`src/rtl/serial_tx_queue.sv`:
```
// serial_tx_queue: FIFO feeder for the 32-bit serial transmitter.
// Buffers result words and hands them out one at a time, pacing each
// load_data pulse on the previous tran_done plus a configurable idle gap.
//
// Ports:
//   sclk, rst_n       clock (posedge) and asynchronous active-low reset
//   wr_en, wr_data    push a 32-bit word into the queue
//   clr_err           clears the overflow / err_timeout sticky flags
//   tran_done         one-cycle done pulse from the transmitter
//   load_data         one-cycle start pulse for the transmitter
//   data_out          word being transmitted, held until the next load
//   full, empty       queue status
//   level             queued words, excluding the word in flight
//   busy              a word is being loaded or is in flight
//   overflow          sticky: write attempted while full
//   err_timeout       sticky: transmitter did not answer in time
//
// Optional feature: define SERIAL_TXQ_TIMEOUT_EN to abort a transfer that
// gets no tran_done within TIMEOUT cycles of its load pulse.

module serial_tx_queue #(
    parameter int DEPTH   = 8,
    parameter int ADDR_W  = 3,
    parameter int GAP     = 2,
    parameter int TIMEOUT = 64
) (
    input  logic              sclk,
    input  logic              rst_n,
    input  logic              wr_en,
    input  logic [31:0]       wr_data,
    input  logic              clr_err,
    input  logic              tran_done,
    output logic              load_data,
    output logic [31:0]       data_out,
    output logic              full,
    output logic              empty,
    output logic [ADDR_W:0]   level,
    output logic              busy,
    output logic              overflow,
    output logic              err_timeout
);

    localparam logic [1:0] S_IDLE = 2'd0;
    localparam logic [1:0] S_LOAD = 2'd1;
    localparam logic [1:0] S_WAIT = 2'd2;

    localparam logic [ADDR_W:0] LVL_FULL = (ADDR_W + 1)'(DEPTH);
    localparam logic [3:0]      GAP_V    = 4'(GAP);

    if (DEPTH != (1 << ADDR_W) || DEPTH < 2 || GAP < 0 || GAP > 15
        || TIMEOUT < 1) begin : g_cfg_check
        $error("serial_tx_queue: illegal parameter combination");
    end

    logic [1:0]        state;
    logic [ADDR_W-1:0] rd_ptr;
    logic [ADDR_W-1:0] wr_ptr;
    logic [3:0]        gap_cnt;
    logic [31:0]       mem [DEPTH];
    logic              push;
    logic              pop;
    logic              timeout_hit;

    assign full  = (level == LVL_FULL);
    assign empty = (level == '0);
    assign busy  = (state != S_IDLE);

    // full/empty are decoded from the registered level, so a write on
    // the pop edge of a full queue is still refused.
    assign push = wr_en && !full;
    assign pop  = (state == S_IDLE) && !empty && (gap_cnt == 4'd0);

    always_ff @(posedge sclk) begin
        if (push) begin
            mem[wr_ptr] <= wr_data;
        end
    end

    always_ff @(posedge sclk or negedge rst_n) begin
        if (!rst_n) begin
            wr_ptr <= '0;
            rd_ptr <= '0;
            level  <= '0;
        end else begin
            if (push) begin
                wr_ptr <= wr_ptr + 1'b1;
            end
            if (pop) begin
                rd_ptr <= rd_ptr + 1'b1;
            end
            unique case ({push, pop})
                2'b10:   level <= level + 1'b1;
                2'b01:   level <= level - 1'b1;
                default: level <= level;
            endcase
        end
    end

    always_ff @(posedge sclk or negedge rst_n) begin
        if (!rst_n) begin
            overflow <= 1'b0;
        end else if (clr_err) begin
            overflow <= 1'b0;
        end else if (wr_en && full) begin
            overflow <= 1'b1;
        end
    end

    always_ff @(posedge sclk or negedge rst_n) begin
        if (!rst_n) begin
            state     <= S_IDLE;
            load_data <= 1'b0;
            data_out  <= '0;
            gap_cnt   <= '0;
        end else begin
            load_data <= 1'b0;
            unique case (state)
                S_IDLE: begin
                    if (gap_cnt != 4'd0) begin
                        gap_cnt <= gap_cnt - 4'd1;
                    end else if (!empty) begin
                        state     <= S_LOAD;
                        load_data <= 1'b1;
                        data_out  <= mem[rd_ptr];
                    end
                end
                S_LOAD: begin
                    state <= S_WAIT;
                end
                S_WAIT: begin
                    // A timed-out word is dropped, not retried.
                    if (tran_done || timeout_hit) begin
                        gap_cnt <= GAP_V;
                        state   <= S_IDLE;
                    end
                end
                default: begin
                    state <= S_IDLE;
                end
            endcase
        end
    end

`ifdef SERIAL_TXQ_TIMEOUT_EN
    localparam int                CNT_W   = $clog2(TIMEOUT + 1);
    localparam logic [CNT_W-1:0]  TO_LAST = CNT_W'(TIMEOUT - 1);

    logic [CNT_W-1:0] wait_cnt;

    // Counts cycles since the load pulse; the LOAD cycle counts too.
    always_ff @(posedge sclk or negedge rst_n) begin
        if (!rst_n) begin
            wait_cnt <= '0;
        end else if (pop) begin
            wait_cnt <= '0;
        end else if (busy) begin
            wait_cnt <= wait_cnt + 1'b1;
        end
    end

    // A done pulse on the final cycle wins over the timeout.
    assign timeout_hit = (state == S_WAIT) && !tran_done
                         && (wait_cnt == TO_LAST);

    always_ff @(posedge sclk or negedge rst_n) begin
        if (!rst_n) begin
            err_timeout <= 1'b0;
        end else if (clr_err) begin
            err_timeout <= 1'b0;
        end else if (timeout_hit) begin
            err_timeout <= 1'b1;
        end
    end
`else
    assign timeout_hit = 1'b0;
    assign err_timeout = 1'b0;
`endif

endmodule
```
`config.mk`:
```
export PLATFORM = sky130hd
export DESIGN_NAME = serial_tx_queue
export DESIGN_NICKNAME = d
export VERILOG_FILES = /design/src/rtl/serial_tx_queue.sv
export SDC_FILE = /design/constraint.sdc
export NUM_CORES = 1
export LEC_CHECK = 0
export CORE_ASPECT_RATIO = 1.25
export CORE_MARGIN = 2
export CORE_UTILIZATION = 58
export CTS_BUF_LIST = sky130_fd_sc_hd__clkbuf_16
export DETAILED_ROUTE_END_ITERATION = 6
export PLACE_DENSITY = 0.89
export RECOVER_POWER = 50
export SLEW_MARGIN = 20
export SYNTH_ARGS = -nofsm -noshare
export SYNTH_HDL_FRONTEND = slang
export SYNTH_SLANG_ARGS = --single-unit
```
`constraint.sdc`:
```
create_clock -name sclk -period 4.1 [get_ports sclk]
set_clock_uncertainty 0.1 [all_clocks]
set_input_delay 0.41 -clock sclk [delete_from_list [all_inputs] [get_ports sclk]]
set_output_delay 0.41 -clock sclk [all_outputs]
set_load 0.01 [all_outputs]
```
==> results of run 1 <==
## metrics by stage
step / utilization [%] / setup WS (ns) / hold WS (ns) / power (mW)
global placement: 65.1 / 1.17 / 0.303 / 7.00
detailed placement: 65.1 / 1.03 / 0.313 / 7.17
CTS: 69.3 / 1.01 / 0.299 / 9.59
finish: 69.3 / 0.992 / 0.321 / 9.48
floorplan: - / 0.260 / 0.0144 / 6.15
global route: 69.3 / 0.780 / 0.306 / 9.91
## cell usage in the layout, fill, tap and decap left out, types with 2 or more instances in the layout
| cell | Yosys | layout |
|---|---|---|
| a21oi_1 | 3 | 3 |
| buf_4 | 1 | 12 |
| bufinv_16 | 0 | 2 |
| clkbuf_16 | 0 | 27 |
| clkdlybuf4s50_1 | 0 | 32 |
| clkinv_1 | 0 | 7 |
| clkinv_2 | 0 | 6 |
| dfrtp_1 | 50 | 47 |
| dfrtp_2 | 0 | 2 |
| dlygate4sd3_1 | 0 | 45 |
| edfxtp_1 | 256 | 256 |
| ha_1 | 7 | 7 |
| inv_1 | 7 | 10 |
| mux2i_1 | 33 | 33 |
| mux4_2 | 64 | 64 |
| nand2_1 | 47 | 47 |
| nand2b_1 | 5 | 5 |
| nand3_1 | 2 | 2 |
| nor2_1 | 12 | 6 |
| nor2_4 | 0 | 6 |
| nor3_2 | 0 | 2 |
| o21ai_0 | 19 | 19 |
| o21ai_1 | 17 | 17 |
| xnor2_1 | 5 | 5 |
| xor2_1 | 5 | 5 |
## final cells by class
cell class                 count  area [sq um]  area share, %
tap                          265           332           2.45
clock inverter                20           144           1.06
clock buffer                  27           676           4.99
antenna                        1          2.50         0.0185
timing repair buffer          90           865           6.38
inverter                       7          26.3          0.194
multi-input combinational    233          2560           18.9
sequential                   306          8940           66.0
## sequential cells by signal, summed over array words and instances, names as in the netlist
| register | count |
|---|---|
| level | 4 |
| rd_ptr | 3 |
| state | 2 |
| data_out | 32 |
| load_data | 1 |
| gap_cnt | 4 |
| wr_ptr | 3 |
| mem | 256 |
| overflow | 1 |
## report_power, final
part           internal, mW  switching, mW
Combinational          1.34           1.27
Clock                  1.32           1.06
Sequential             4.00          0.487
Total                  6.66           2.82
## per-layer routing
| layer | track usage [%] | share of wire (%) |
|---|---|---|
| met1 | 29.3 | 38 |
| met2 | 39.2 | 53 |
| met3 | 3.33 | 5.6 |
| met4 | 7.64 | 2.6 |
| met5 | 0 | 0 |
## cell families (layout without fill, tap and decap cells)
| logic type | Yosys count | after routing |
|---|---|---|
| AOI/OAI and AO/OA | 40 | 40 |
| buffers and inverters | 35 | 144 |
| xor gates and xnor gates | 10 | 10 |
| adders and majority gates | 7 | 7 |
| muxes | 98 | 98 |
| DFF | 306 | 306 |
| and+or+nand+nor | 77 | 77 |
| other | 1 | 2 |
## path summary, 6_finish.rpt
| check | slack, ns | from | to |
|---|---|---|---|
| setup / recovery | 0.99 | gap_cnt[0]$_DFFE_PN0P_ | level[2]$_DFFE_PN0P_ |
| hold / removal | 0.32 | clr_err | overflow$_DFFE_PN0P_ |
| setup reg to reg | 0.99 | gap_cnt[0]$_DFFE_PN0P_ | level[2]$_DFFE_PN0P_ |
| hold reg to reg | 0.37 | data_out[20]$_DFFE_PN0P_ | data_out[20]$_DFFE_PN0P_ |
| max in group asynchronous | 2.24 | rst_n | rd_ptr[0]$_DFFE_PN0P_ |
| min in group asynchronous | 0.55 | rst_n | data_out[11]$_DFFE_PN0P_ |
## what timing repair did
action                                 CTS  global route
setup buffers                            0             0
endpoints found under the hold margin   16             0
hold buffers                             1             0
==> impl_metrics.yaml, run 1 <==
floorplan:
  core_area_sq_um: 19500
  rows: 57
  start_util_pct: 59.5
  die_h_um: 162
  die-area_sq_um: 21200
  ios: 79
  die_w_um: 131
setup_path:
  required_ns: 4.40
  slowest_delay_ns: 0.57
  cp.arrival_ns: 3.41
  end_kind: "flip-flop"
  slowest_stage: "or4_2"
  crit_family: "simple AND/OR/NAND/NOR gates"
  rr_worst_depth: 12
  critPathMaxFanout: 5
  start_kind: "flip-flop"
  cp_num_buf_inv: 2
  cp.depth: 12
  crit_chain: "inv_1 -> ha_1 -> or3b_1 -> or4_2 -> inv_1 -> ha_1 -> xor2_1 -> ha_1 -> a21oi_1 -> xor2_1 -> nor2_1 -> xor2_1"
  critPathKind: "reg -> reg"
synthesis:
  synth_nets: 618
  yosys-top-cells-area: "edfxtp_1 66%, mux4_2 12%, dfrtp_1 11%"
  synth-main-ff-cell: "edfxtp_1"
  synthAdderAreaFrac_pct: 0.754
  synth-simple-area-share_pct: 2.95
  synthMuxAreaShare_pct: 15.3
  yosys_warnings: 0
  ys_seq_area_share_pct: 76.9
  synth_top_area_cell: "edfxtp_1"
  ys_ff_latch: 306
  synth_edf_count: 256
  avgSynthCellArea_sq_um: 20.2
  synth_top_area_share_pct: 66.2
  async_flop_share_pct: 16.3
  synth_xor_area_share_pct: 0.754
  synth_cell_types: 33
  yosysMostFrequentCell: "edfxtp_1"
  synthesis.area_sq_um: 11600
  synth_top_family_by_area: "multiplexers"
  synth_common_cells: "256 x edfxtp_1, 64 x mux4_2, 50 x dfrtp_1"
  synth-compound-area-share_pct: 1.73
  syn_inst: 574
sta:
  min_period_ns: 3.11
  worst_slew_pin_slew_ns: 1.19
  finalHoldViolCount: 0
  timing.final.max_slew_violations: 0
  max_slew_margin_pct: 20.7
  finalSetupTns_ns: 0
  rsz0062_at_grt: "no"
  finalSetupViolCount: 0
  fmax_mhz: 322
  period_share_pct: 75.8
outcome:
  status: "finished, final reports clean"
final_layout:
  layout-drive-gt1-share_pct: 18.4
  layoutNonFillerInstCount: 949
  area_growth_pct: 16.6
  fin_nets: 709
  fin_area_sq_um: 13500
  nFillCells: 1174
clock_tree:
  post_cts_resized: 0
  cts.sinks: 306
  numCtsBuffers: 27
  insertion_delay_ns: 0.52
  cts_root_buf: "clkbuf_16"
  clk_pin_slew_ns: 0.06
  cts_tree: "yes"
  cts.path.max_buffers: 3
  cts_max_level: 1
placed_design:
  port_buffers: 77
  dp_cells: 900
  place_area_sq_um: 12700
  dp_hpwl_um: 13000
  gp_congestion: 0.746
detailed_routing:
  wirelength_um: 22800
  dr.pass1.iters: 5
  drc: 0
  num_vias: 5639
  avgRoutedWirePerCell_um: 24.0
  via_per_inst: 5.94
  first_iter_violations: 623
  antenna_left: 0
global_route:
  grt_pass1_vias: 6196
  grt_start_max_net_pins: 69
  grt_util_all_layers_pct: 22.5
  grt_overflow: 0
  grt_pass1_wl_um: 35200
  grt_antenna_before_repair: 1
worst_hold_path:
  hp-class: "in -> reg"
  hold_depth: 2
power:
  p_leak_nw: 4.66
  ir_drop_mv: 0.471
  power-per-cell-area_nw_per_um2: 699
flow_run:
  drv_cap: 0
Power figures use the tool's default switching activity.
==> inputs of run 2 (changes only) <==
Settings changed: CORE_UTILIZATION 58 to 53, PLACE_DENSITY 0.89 to 0.86.
Clock period 4.1 ns to 2.7 ns, I/O delays scaled along.
==> run 2 against run 1 <==
- routed wire length hardly changed
- worst hold slack lost 0.13 ns
- cell count grew 3.6%
- global-route usage shrank 2.2 points
- combinational power is 70% higher
==> impl_metrics.yaml, run 2 (synthesis gave the netlist of run 1 again) <==
outcome:
  status: "finished, final reports clean"
sta:
  rsz0062_at_grt: "yes"
  fmax_mhz: 379
  finalSetupTns_ns: 0
  period_share_pct: 97.7
  worst_slew_pin_slew_ns: 1.38
  max_slew_margin_pct: 8.28
  layout_setup_ws_ns: 0.0624
  finalHoldViolCount: 0
  timing.final.max_slew_violations: 0
  hold_ws_ns: 0.188
  finalSetupViolCount: 0
  min_period_ns: 2.64
final_layout:
  area_growth_pct: 19.6
  fin_nets: 726
  largest_reg_flops: 256
  layoutNonFillerInstCount: 983
  layout-drive-gt1-share_pct: 21.9
  multi_input_area_sq_um: 2620
  reg.largest.list: "mem x256, data_out x32"
  most-common-layout-cells: "256 x edfxtp_1, 64 x mux4_2, 47 x nand2_1, 47 x dfrtp_1, 44 x clkdlybuf4s50_1"
  regMostFlops: "mem"
  final_core_util_pct: 64.5
  nFillCells: 1339
  final_common_cell: "edfxtp_1"
  regArea_sq_um: 8940
placed_design:
  dpl_worst_slack_ns: -0.131
  dp_cells: 928
  dp_hpwl_um: 12600
  port_buffers: 77
  gp_congestion: 0.730
setup_path:
  end_kind: "flip-flop"
  crit_chain: "inv_2 -> ha_4 -> or3b_4 -> or4_4 -> inv_4 -> ha_4 -> xor2_1 -> ha_2 -> a21oi_2 -> xor2_1 -> nor2_1 -> xor2_1"
  reg2reg_slack_ns: 0.06
  cp_common_cell: "xor2_1"
  r2r_start: "gap_cnt[1]$_DFFE_PN0P_"
  critPathMaxFanout: 2
  crit_family: "simple AND/OR/NAND/NOR gates"
  rr_worst_depth: 12
  required_ns: 3.04
  slowest_stage: "or4_4"
  cp.arrival_ns: 2.98
  critPathKind: "reg -> reg"
  worstSetupStartpoint: "gap_cnt[1]$_DFFE_PN0P_"
  slowest_delay_ns: 0.45
  r2r-end: "level[2]$_DFFE_PN0P_"
  start_kind: "flip-flop"
  cp_num_buf_inv: 2
global_route:
  grt_overflow: 0
  grt_start_max_net_pins: 69
  grt_pass1_vias: 6019
  grt_antenna_before_repair: 4
  grt_util_all_layers_pct: 20.3
  grt_pass1_wl_um: 34400
detailed_routing:
  wirelength_um: 22800
  drc: 0
  num_vias: 5697
  avgRoutedWirePerCell_um: 23.2
  antenna_left: 0
  first_iter_violations: 466
  dr.pass1.iters: 5
  via_per_inst: 5.80
floorplan:
  die-area_sq_um: 23100
  core_area_sq_um: 21500
  start_util_pct: 53.9
  die_h_um: 170
  ios: 79
  rows: 60
  die_w_um: 136
clock_tree:
  cts_tree: "yes"
  clk_pin_slew_ns: 0.06
  cts.path.max_buffers: 3
  cts_root_buf: "clkbuf_16"
  cts_max_level: 1
  insertion_delay_ns: 0.52
  numCtsBuffers: 27
  cts.sinks: 306
power:
  power-per-cell-area_nw_per_um2: 1060
  ir_drop_mv: 0.663
  p_leak_nw: 4.78
worst_hold_path:
  hp-class: "in -> reg"
  worstHoldStart: "clr_err"
  worst_hold_path.endpoint: "overflow$_DFFE_PN0P_"
  hold_depth: 2
flow_run:
  drv_cap: 0
[run 2: changes by cell type in the layout (fill, tap and decap cells not counted), sizes merged]
| cell | change |
|---|---|
| bufinv | +1 |
| diode | +3 |
| clkdlybuf4s50 | +12 |
| inv | +4 |
| buf | +17 |
| clkinv | -5 |
| dlygate4sd3 | -12 |
[run 2: worst register-to-register path: stages, from the launching register on]
cell and delay, ns:
dfrtp_1 0.39, inv_2 0.09, ha_4 0.11, or3b_4 0.37, or4_4 0.45, inv_4 0.08, ha_4 0.13, xor2_1 0.15
ha_2 0.19, a21oi_2 0.04, xor2_1 0.16, nor2_1 0.11, xor2_1 0.18
[run 2: stage by stage]
step | instance area, sq um | power, mW
floorplan | 11600 | 9.34
global placement | 13000 | 10.9
detailed placement | 13000 | 11.1
CTS | 13800 | 14.8
global route | 13900 | 15.4
finish | 13900 | 14.7
[run 2: layer usage]
metal | GRT usage [%] | wire (um)
met5 | 0 | 13
met4 | 7.93 | 647
met3 | 3.41 | 1410
met2 | 35.9 | 12500
met1 | 24.9 | 8240
[run 2: power breakdown]
| group | internal, mW | switching [mW] | leakage (nW) |
|---|---|---|---|
| clock | 2.10 | 1.56 | 0.437 |
| sequential | 6.07 | 0.585 | 2.94 |
| combinational | 2.28 | 2.15 | 1.41 |
[run 2: layout make-up]
class | instances | share of cell area, %
diodes | 4 | 0.0720
multi-input cells | 233 | 18.8
repair buffers | 107 | 7.94
well taps | 279 | 2.51
clock buffers | 27 | 4.86
clock inverters | 20 | 1.22
flip-flops and latches | 306 | 64.4
inverters | 7 | 0.207
[run 2: worst max path at each step]
stage / to / slack (ns) / cells after the start
final: level[2]$_DFFE_PN0P_ / 0.06 / 12
after global routing: level[2]$_DFFE_PN0P_ / -0.02 / 12
after CTS: level[2]$_DFFE_PN0P_ / 0.004 / 12
after detailed placement: level[2]$_DFFE_PN0P_ / -0.13 / 12
after global placement: level[2]$_DFFE_PN0P_ / 0.01 / 12
after floorplan: mem[2][0]$_DFFE_PP_ / -0.28 / 5
[run 2: timing repair]
action / 4_1_cts / 5_1_grt
hold endpoints to repair: 50 / 0
resized for setup: 3 / 7
hold buffers: 1 / 0
endpoints found under the setup margin: 2 / 2
setup buffers: 0 / 3
